### config.mk
export PLATFORM = sky130hd
export DESIGN_NAME = quad_step_decoder
export DESIGN_NICKNAME = d
export VERILOG_FILES = /design/src/rtl/quad_step_decoder.sv
export SDC_FILE = /design/constraint.sdc
export NUM_CORES = 1
export LEC_CHECK = 0
export ABC_CLOCK_PERIOD_IN_PS = 1200
export CORE_MARGIN = 2
export CORE_UTILIZATION = 50
export CTS_CLUSTER_DIAMETER = 80
export DETAILED_ROUTE_END_ITERATION = 10
export DONT_BUFFER_PORTS = 1
export GPL_TIMING_DRIVEN = 1
export PLACE_DENSITY_LB_ADDON = 0.3
export SYNTH_ARGS = -nofsm -noshare
export SYNTH_HDL_FRONTEND = slang
export SYNTH_SLANG_ARGS = --single-unit
### constraint.sdc
create_clock -name clk -period 1.2 [get_ports clk]
set_clock_uncertainty 0.05 [all_clocks]
set_input_delay 0.12 -clock clk [delete_from_list [all_inputs] [get_ports clk]]
set_output_delay 0.12 -clock clk [all_outputs]
set_load 0.01 [all_outputs]
### src/rtl/quad_step_decoder.sv
// Quadrature encoder front end: synchronises and deglitches A/B/index pins,
// decodes Gray phase transitions into one-cycle up/down/load commands and
// flags illegal double-bit phase jumps until cleared.
module quad_step_decoder #(
    parameter int unsigned FILT_LEN = 4,
    parameter int unsigned CNT_W    = 5,
    parameter int unsigned HOME_VAL = 0
) (
    input  logic             clk,
    input  logic             rst_n,
    input  logic             enc_a,
    input  logic             enc_b,
    input  logic             enc_idx,
    input  logic             en,
    input  logic             clr_err,
    output logic             up,
    output logic             down,
    output logic             load,
    output logic [CNT_W-1:0] load_val,
    output logic             dir,
    output logic             err
);

    localparam int unsigned FCW = $clog2(FILT_LEN + 1);
    localparam int unsigned ICW = $clog2(FILT_LEN + 2);

    typedef enum logic [1:0] {StInit, StTrack, StFault} state_e;

    // Pin vector order: [2] index, [1] A, [0] B, so [1:0] is the {A,B} phase.
    logic [2:0]     pins;
    logic [2:0]     sync1_q, sync2_q;
    logic [2:0]     filt_q, filt_d;
    logic [FCW-1:0] fcnt_q [3];
    logic [FCW-1:0] fcnt_d [3];
    logic [2:0]     cur_q, prev_q;
    logic [ICW-1:0] icnt_q, icnt_d;
    state_e         state_q, state_d;
    logic           up_q, up_d, down_q, down_d, load_q, load_d, dir_q, dir_d;
    logic           step_up, step_dn, illegal, idx_rise;

    assign pins = {enc_idx, enc_a, enc_b};

    // Next phase in the forward (count-up) Gray sequence.
    function automatic logic [1:0] fwd_phase(input logic [1:0] p);
        case (p)
            2'b00:   fwd_phase = 2'b01;
            2'b01:   fwd_phase = 2'b11;
            2'b11:   fwd_phase = 2'b10;
            default: fwd_phase = 2'b00;
        endcase
    endfunction

    // Two-flop synchroniser for every asynchronous pin.
    always_ff @(posedge clk) begin
        if (!rst_n) begin
            sync1_q <= '0;
            sync2_q <= '0;
        end else begin
            sync1_q <= pins;
            sync2_q <= sync1_q;
        end
    end

    // Per-pin stability filter; INIT bypasses it so the phase snaps to the pins.
    always_comb begin
        filt_d = filt_q;
        for (int i = 0; i < 3; i++) begin
            fcnt_d[i] = '0;
            if (state_q == StInit) begin
                filt_d[i] = sync2_q[i];
            end else if (sync2_q[i] != filt_q[i]) begin
                if (32'(fcnt_q[i]) + 32'd1 == FILT_LEN) begin
                    filt_d[i] = sync2_q[i];
                end else begin
                    fcnt_d[i] = fcnt_q[i] + FCW'(1);
                end
            end
        end
    end

    // Filter state plus the cur/prev phase pipeline feeding the decoder.
    always_ff @(posedge clk) begin
        if (!rst_n) begin
            filt_q <= '0;
            for (int i = 0; i < 3; i++) begin
                fcnt_q[i] <= '0;
            end
            cur_q  <= '0;
            prev_q <= '0;
        end else begin
            filt_q <= filt_d;
            fcnt_q <= fcnt_d;
            cur_q  <= filt_q;
            prev_q <= cur_q;
        end
    end

    assign step_up  = (cur_q[1:0] == fwd_phase(prev_q[1:0]));
    assign step_dn  = (prev_q[1:0] == fwd_phase(cur_q[1:0]));
    assign illegal  = ((cur_q[1:0] ^ prev_q[1:0]) == 2'b11);
    assign idx_rise = cur_q[2] & ~prev_q[2];

    // FSM next state and registered one-cycle commands.
    always_comb begin
        state_d = state_q;
        icnt_d  = icnt_q;
        up_d    = 1'b0;
        down_d  = 1'b0;
        load_d  = 1'b0;
        dir_d   = dir_q;
        case (state_q)
            StInit: begin
                if (32'(icnt_q) == FILT_LEN + 32'd1) begin
                    state_d = StTrack;
                    icnt_d  = '0;
                end else begin
                    icnt_d = icnt_q + ICW'(1);
                end
            end
            StTrack: begin
                if (illegal) begin
                    state_d = StFault;
                end else begin
                    if (step_up) dir_d = 1'b1;
                    if (step_dn) dir_d = 1'b0;
                    // Index load wins over a coincident step.
                    load_d = en & idx_rise;
                    up_d   = en & step_up & ~load_d;
                    down_d = en & step_dn & ~load_d;
                end
            end
            StFault: begin
                if (clr_err) begin
                    state_d = StInit;
                    icnt_d  = '0;
                end
            end
            default: state_d = StInit;
        endcase
    end

    // FSM state register and output flops.
    always_ff @(posedge clk) begin
        if (!rst_n) begin
            state_q <= StInit;
            icnt_q  <= '0;
            up_q    <= 1'b0;
            down_q  <= 1'b0;
            load_q  <= 1'b0;
            dir_q   <= 1'b0;
        end else begin
            state_q <= state_d;
            icnt_q  <= icnt_d;
            up_q    <= up_d;
            down_q  <= down_d;
            load_q  <= load_d;
            dir_q   <= dir_d;
        end
    end

    assign up       = up_q;
    assign down     = down_q;
    assign load     = load_q;
    assign dir      = dir_q;
    assign err      = (state_q == StFault);
    assign load_val = CNT_W'(HOME_VAL);

endmodule
==> impl_metrics.ini, run 1 <==
[timing]
drv_slew = 0
worst_slack_ns = 0.01688
finalHoldViolations = 0
period_share_pct = 98.59
layout_min_cycle_time_ns = 1.183
grt_setup_unrepaired = true
setup_viol = 0
fmax_mhz = 845.2

[synthesis]
async_reset_ff_share_pct = 0
yosys.cell_count.top_type = dfxtp_1
synth_area_um2 = 1232
yosysSeqAreaShare_pct = 53.60
synth-edff-count = 0
synth-seq-cells = 33
yosysWarnings = 0
ys.flop_type = dfxtp_1
netlist_top_cells_count = dfxtp_1, and2_1, nor2_1, nand2_1
synth_top_cell_by_area = dfxtp_1
syn_avg_cell_area_um2 = 9.704
synth_top_area_share_pct = 53.60
synth_cells = 127
synthDistinctLibCells = 32
synth_area_leaders = dfxtp_1, and2_1, buf_4, nor2_1, ha_1

[routing]
routedWlPerCell_um = 14.02
routed_wl_um = 2537
drt-pass1-iter-count = 4
remaining_drc_errors = 0
dr_total_vias = 941
drt_iter0_drc = 14
drt-vias-per-instance = 5.199
ant_nets = 0

[placed_design]
pre_cts_slack_ns = -0.06846
io_buffers = 0
routabilityCongestion = 0.6566
dp_hpwl_um = 1392

[worst_setup_path]
slowest_delay_ns = 0.36
arrival_ns = 1.39
worstPathCellList = and2b_1 -> o21ai_2 -> buf_4 -> nor3_1
start_kind = register
worstSetupPathType = reg -> reg
critPathSlowestCell = dfxtp_4
crit_fanout = 5
cp.required_ns = 1.41
end_kind = register

[global_routing]
grt_pass1_vias = 928
grt_overflow = 0
antenna_found_initial = 0
grt_pass1_wl_um = 3877
grt_max_degree = 14
grt_usage_pct = 20.41

[clocking]
h-tree-depth = 2
cts_buffer_depth = 2
cts_tree = yes
clock-sinks = 33
insertion_delay_ns = 0.34
clockRootBuffer = clkbuf_4
clk_pin_slew_ns = 0.09
cts_made_buffers = 5

[job]
drv_cap = 0

[floorplanning]
die-area_um2 = 2878
io_pins = 17
die_w_um = 53.65
row_count = 17
die_y_um = 53.65
core_area_um2 = 2276
start_util_pct = 54.15

[layout]
antenna_cells = 0
drive_above_1_share_pct = 25.49
fin_nets = 163
area_growth_pct = 30.86

[worst_hold_path]
min_path_type = in -> reg

[pwr]
total_power_w = 0.001912
power.density_nw_per_um2 = 1185
ir_drop_uv = 830.0
p_leak_nw = 0.6517

[status]
status = finished, final reports clean
[metal layers]
metal  global-route usage (%)  part of all wire (%)  vias to the layer above
met5                        0                     0                        -
met4                    16.67                   2.3                        0
met3                    5.833                   4.7                        7
met2                    36.83                    53                       33
met1                    18.88                    40                      436
li1                         -                     -                      465
[where the power goes]
group / total [W] / internal [W] / leakage (nW) / switching (W)
clock: 0.000623 / 0.000276 / 0.0314 / 0.000347
sequential: 0.00115 / 0.00112 / 0.272 / 0.0000300
combinational: 0.000139 / 0.0000757 / 0.348 / 0.0000633
[cell families (layout without fill, tap and decap cells)]
kind of cell	count (synthesis)	count (layout)	synth area share [%]
flops	33	33	53.60
buf+inv	11	33	5.177
fa+ha+maj	3	3	3.046
compound gates	17	17	8.529
xor+xnor	7	7	4.975
mux	1	1	0.8122
other cells	1	5	0.3043
simple gates	54	54	23.55
[final timing paths]
kind	from	depth (start not counted)	slack [ns]	to
hold reg to reg	fcnt_q[6]$_SDFF_PP0_	1	0.38	fcnt_q[6]$_SDFF_PP0_
hold / removal	rst_n	2	0.38	sync1_q[0]$_SDFF_PN0_
setup reg to reg	state_q[1]$_SDFFE_PN0P_	4	0.02	up$_SDFF_PP0_
setup / recovery	state_q[1]$_SDFFE_PN0P_	4	0.02	up$_SDFF_PP0_
[placed cells by master, fill, tap and decap left out, drive strengths merged, types with 2 or more instances in the layout]
master       Yosys  routed
nor3b            4       4
a21oi            6       6
buf              6       7
dlygate4sd3      0      15
clkbuf           1       7
xor2             4       4
ha               3       3
conb             1       5
nor2b            6       6
and2            11      11
xnor2            3       3
inv              4       4
nor4             2       2
nor2            11      11
nor3             5       5
o21ai            5       5
dfxtp           33      33
nand2            9       9
[worst max-delay path, delay by kind of cell, from the launching register on]
| family | cells | cell delay, ns |
|---|---|---|
| simple gates | 2 | 0.44 |
| compound gates | 1 | 0.09 |
| buf+inv | 1 | 0.16 |
| flops | 1 | 0.36 |
[per-stage QoR]
| step | hold WS, ns | util (%) | instances | TNS, ns | area, um2 |
|---|---|---|---|---|---|
| floorplan | 0.1973 | - | 131 | 0 | 1247 |
| global placement | 0.1949 | 55.85 | 157 | -0.02277 | 1271 |
| detailed placement | 0.1963 | 55.85 | 157 | -0.3206 | 1271 |
| CTS | 0.3718 | 66.36 | 180 | 0 | 1510 |
| global route | 0.3842 | 70.86 | 181 | -0.1156 | 1613 |
| finish | 0.3755 | 70.86 | 181 | 0 | 1613 |
[flip-flops by register name, summed over array words and instances, names as in the netlist]
signal / count
cur_q: 3
sync2_q: 3
icnt_q: 3
load: 1
up: 1
dir: 1
sync1_q: 3
state_q: 2
filt_q: 3
fcnt_q: 9
down: 1
prev_q: 3
[layout make-up]
class / instances / area, um2
inverter: 4 / 15.01
multi-input combinational: 87 / 628.1
sequential: 33 / 676.9
fill: 162 / 663.1
timing repair buffer: 22 / 202.7
clock buffer: 7 / 55.05
tap: 28 / 35.03
[timing repair]
action	4_1_cts	5_1_grt
setup buffers	0	2
gates resized for setup	7	25
setup endpoints to repair	13	19
pin swaps	1	6
hold buffers	16	1
hold endpoints to repair	26	2
Power figures use the tool's default switching activity.
==> run 2, diff against run 1 <==
--- a/config.mk
+++ b/config.mk
@@ -5,7 +5,7 @@
 export SDC_FILE = /design/constraint.sdc
 export NUM_CORES = 1
 export LEC_CHECK = 0
-export ABC_CLOCK_PERIOD_IN_PS = 1200
+export ABC_CLOCK_PERIOD_IN_PS = 1000
 export CORE_MARGIN = 2
 export CORE_UTILIZATION = 50
 export CTS_CLUSTER_DIAMETER = 80
==> constraint.sdc (replaced) <==
create_clock -name clk -period 1 [get_ports clk]
set_clock_uncertainty 0.05 [all_clocks]
set_input_delay 0.1 -clock clk [delete_from_list [all_inputs] [get_ports clk]]
set_output_delay 0.1 -clock clk [all_outputs]
set_load 0.01 [all_outputs]
==> impl_metrics.ini, run 2 (synthesis gave the netlist of run 1 again) <==
[floorplanning]
core_area_um2 = 2276
start_util_pct = 54.15
die_w_um = 53.65
io_pins = 17
die-area_um2 = 2878
die_y_um = 53.65
row_count = 17

[worst_setup_path]
worstRegToRegCells = 4
worstSetupPathType = reg -> reg
arrival_ns = 1.41
cp.required_ns = 1.21
start_kind = register
rr_startpoint = state_q[1]$_SDFFE_PN0P_
end_kind = register
rrSetupSlack_ns = -0.20
critPathLaunch = state_q[1]$_SDFFE_PN0P_
r2r-end = dir$_SDFFE_PN0P_
crit_fanout = 7

[worst_hold_path]
min_to = fcnt_q[4]$_SDFF_PP0_
min_delay_path_depth = 4
min_path_type = in -> reg
hp-start = rst_n

[placed_design]
place_inst = 162
routabilityCongestion = 0.6980
dp_hpwl_um = 1410
io_buffers = 0

[layout]
final-seq-area_um2 = 674.4
final_common_cell = dfxtp_1
drive_above_1_share_pct = 30.97
largest_register = fcnt_q
largest_reg_flops = 9
multi_input_area_um2 = 625.6
layout_common_cells = dfxtp_1, buf_4, and2_1
instances_no_fill = 183
fillers = 163
utilization_pct = 71.52
fin_nets = 164
antenna_cells = 0
area_growth_pct = 32.08

[clocking]
clockRootBuffer = clkbuf_4
cts_made_buffers = 5
clk_pin_slew_ns = 0.10
postCtsHoldBufs = 7
cts_buffer_depth = 2
insertion_delay_ns = 0.33
h-tree-depth = 2
clock-sinks = 33
cts_tree = yes

[timing]
worst_slack_ns = -0.1955
drv_slew = 0
period_share_pct = 119.5
fmax_mhz = 836.5
layout_min_cycle_time_ns = 1.195
setup-tns-final_ns = -1.800
grt_setup_unrepaired = true
holdWs_ns = -0.01497
finalHoldViolations = 3
setup_viol = 19

[routing]
drt-vias-per-instance = 5.284
drt_iter0_drc = 8
drt-pass1-iter-count = 7
routedWlPerCell_um = 12.21
dr_total_vias = 967
ant_nets = 0
remaining_drc_errors = 0
routed_wl_um = 2234

[global_routing]
grt_usage_pct = 18.38
grt_pass1_wl_um = 3705
grt_pass1_vias = 938
antenna_found_initial = 0
grt_max_degree = 12
grt_overflow = 0

[status]
status = complete, but fails checks
failed_checks = negative hold slack, negative setup slack

[job]
drv_cap = 0

[pwr]
ir_drop_uv = 1306
p_leak_nw = 0.6667
power.density_nw_per_um2 = 1570
total_power_w = 0.002556
==> run 2: cell types whose count changed in the layout (fill, tap and decap cells not counted), sizes merged <==
cell,previous run,this run
bufinv,0,1
dlygate4sd3,15,6
buf,7,16
dlymetal6s4s,0,1
==> run 2: stage by stage <==
stage          cell area (um2)  worst slack, ns
4_1_cts                   1546          -0.1650
3_5_place_dp              1328          -0.2022
6_report                  1628          -0.1955
2_1_floorplan             1270          -0.1116
5_1_grt                   1628          -0.2571
3_3_place_gp              1328          -0.1260
==> run 2: report_power, final <==
| group | internal (W) | leakage, nW | switching (W) |
|---|---|---|---|
| logic | 0.0000813 | 0.349 | 0.0000797 |
| clock network | 0.000597 | 0.0455 | 0.000424 |
| registers | 0.00134 | 0.272 | 0.0000291 |
| total | 0.00202 | 0.667 | 0.000533 |
==> run 2: critical path: stages (launching register included) <==
cell     delay, ns
dfxtp_4       0.38
and2b_1       0.23
o21ai_2       0.08
or2_1         0.22
a31oi_1       0.17
==> run 2: layer usage <==
| metal | global-route usage [%] | share of wire (%) |
|---|---|---|
| met5 | 0 | 0 |
| met4 | 11.54 | 2.5 |
| met3 | 5.000 | 3.8 |
| met2 | 32.10 | 50 |
| met1 | 19.48 | 44 |
==> run 2: worst max path at each step <==
stage	depth (start not counted)	to
after global placement	4	filt_q[0]$_SDFFE_PN0P_
after floorplan	5	dir$_SDFFE_PN0P_
after global routing	4	icnt_q[2]$_SDFFE_PN0P_
after CTS	2	err
after detailed placement	4	dir$_SDFFE_PN0P_
final	4	dir$_SDFFE_PN0P_
==> run 2: cell type report <==
type,count,share of cell area (%)
clock buffer,7,3.382
multi-input combinational,87,38.43
timing repair buffer,23,11.84
clock inverter,1,1.845
tap,28,2.152
inverter,4,0.9224
sequential,33,41.43
==> run 2: repair_timing <==
action	4_1_cts	5_1_grt
pin swaps	3	9
setup endpoints to repair	22	22
setup buffers	3	3
gates resized for setup	12	14
endpoints found under the hold margin	26	3
==> run 3, diff against run 2 <==
--- a/config.mk
+++ b/config.mk
@@ -13,6 +13,8 @@
 export DONT_BUFFER_PORTS = 1
 export GPL_TIMING_DRIVEN = 1
 export PLACE_DENSITY_LB_ADDON = 0.3
+export RECOVER_POWER = 100
 export SYNTH_ARGS = -nofsm -noshare
 export SYNTH_HDL_FRONTEND = slang
 export SYNTH_SLANG_ARGS = --single-unit
+export TNS_END_PERCENT = 50
==> impl_metrics.ini, run 3 (synthesis gave the netlist of run 1 again) <==
[worst_setup_path]
crit_buf_inv = 0
slowest_delay_ns = 0.36
worstPathCellList = xnor2_2 -> o21ai_4 -> or2_1 -> a31oi_1
crit_fanout = 6
end_kind = register
critPathSlowestCell = dfxtp_2
worstSetupPathType = reg -> reg
cp.required_ns = 1.22
arrival_ns = 1.44
path_delay_family = flip-flops
start_kind = register

[floorplanning]
io_pins = 17
die_w_um = 53.65
core_area_um2 = 2276
die-area_um2 = 2878
die_y_um = 53.65
row_count = 17
start_util_pct = 54.15

[timing]
setup_viol = 22
drv_slew = 0
grt_setup_unrepaired = true
layout_min_cycle_time_ns = 1.224
worst_slack_ns = -0.2236
period_share_pct = 122.4
fmax_mhz = 817.3
holdWs_ns = -0.1649
finalHoldViolations = 22

[pwr]
cellInternalPower_w = 0.002016
clkPwrFrac_pct = 40.6
p_leak_nw = 0.6143
switchingPower_w = 0.0005456
ir_drop_uv = 1386
power.density_nw_per_um2 = 1642
power_frac_seq_pct = 53.6
p_sw_share_pct = 21.29
comb_power_share_pct = 5.7

[clocking]
h-tree-depth = 2
clk_pin_slew_ns = 0.10
cts_made_buffers = 5
cts_buffer_depth = 2
clock-sinks = 33
cts_tree = yes
postCtsHoldBufs = 5
clockRootBuffer = clkbuf_4
insertion_delay_ns = 0.33

[placed_design]
routabilityCongestion = 0.7216
place_inst = 162
dp_hpwl_um = 1449
io_buffers = 0
pre_cts_slack_ns = -0.2708
dpl_cell_area_um2 = 1315

[layout]
layout_common_cells = dfxtp_1, buf_4, nand2_1, nor2_1
final_common_cell = dfxtp_1
fin_nets = 158
drive_above_1_share_pct = 32.21
fillers = 165
antenna_cells = 0
final_area_um2 = 1560
largest_reg_flops = 9
largest_register = fcnt_q
instances_no_fill = 177
area_growth_pct = 26.60

[global_routing]
grt_pass1_wl_um = 3588
grt_pass1_vias = 862
grt_usage_pct = 18.32
grt_max_degree = 16
grt_overflow = 0
antenna_found_initial = 0

[routing]
remaining_drc_errors = 0
routed_wl_um = 2250
ant_nets = 0
routedWlPerCell_um = 12.71
drt-pass1-iter-count = 4
drt_iter0_drc = 7
drt-vias-per-instance = 4.960
dr_total_vias = 878

[status]
status = complete, but fails checks
failed_checks = negative hold slack, negative setup slack

[job]
drv_cap = 0

[worst_hold_path]
min_path_type = in -> reg
run 3: changes by cell type in the layout (fill, tap and decap cells not counted), sizes merged:
cell	before	now
clkbuf	7	6
dlygate4sd3	6	5
buf	16	12
clkinvlp	0	1
dlymetal6s4s	1	0
run 3: per-stage QoR:
step	utilization [%]	setup TNS (ns)	power, W
2_1_floorplan	-	-0.5558	0.001501
3_3_place_gp	57.78	-1.868	0.001518
3_5_place_dp	57.78	-2.849	0.001524
4_1_cts	66.30	-1.977	0.002581
5_1_grt	68.55	-3.727	0.002667
6_report	68.55	-2.128	0.002562
run 3: routing by layer:
layer  up-vias  global-route usage (%)  share of wire [%]
li1        456                       -                  -
met1       403                   19.82                 42
met2        14                   30.25                 52
met3         5                   8.333                4.0
met4         0                   8.974                1.7
met5         -                       0                  0
run 3: final timing paths:
check	from	end	slack [ns]	depth (start not counted)
max	prev_q[0]$_SDFF_PN0_	dir$_SDFFE_PN0P_	-0.22	4
min	rst_n	sync2_q[1]$_SDFF_PN0_	-0.16	1
max reg2reg	prev_q[0]$_SDFF_PN0_	dir$_SDFFE_PN0P_	-0.22	4
min reg2reg	fcnt_q[6]$_SDFF_PP0_	fcnt_q[6]$_SDFF_PP0_	0.36	1
run 3: cell type report:
cell class,count,area (um2),area share (%)
clock buffer,6,51.30,3.288
tap,28,35.03,2.245
timing repair buffer,17,140.1,8.982
inverter,4,15.01,0.9623
multi-input combinational,87,604.3,38.73
clock inverter,2,37.54,2.406
sequential,33,676.9,43.38
run 3: timing repair:
action,CTS,global route
endpoints found under the hold margin,26,22
pin swaps,6,0
gates resized for setup,19,9
buffers inserted,1,1
cloned,0,0
setup endpoints to repair,22,22
run 3: power by group through the flow:
stage | logic, W | registers, W | clock network (W)
finish | 0.000147 | 0.00137 | 0.00104
global route | 0.000164 | 0.00138 | 0.00112
CTS | 0.000139 | 0.00137 | 0.00107
detailed placement | 0.000118 | 0.00141 | 0
global placement | 0.000113 | 0.00140 | 0
floorplan | 0.0000998 | 0.00140 | 0
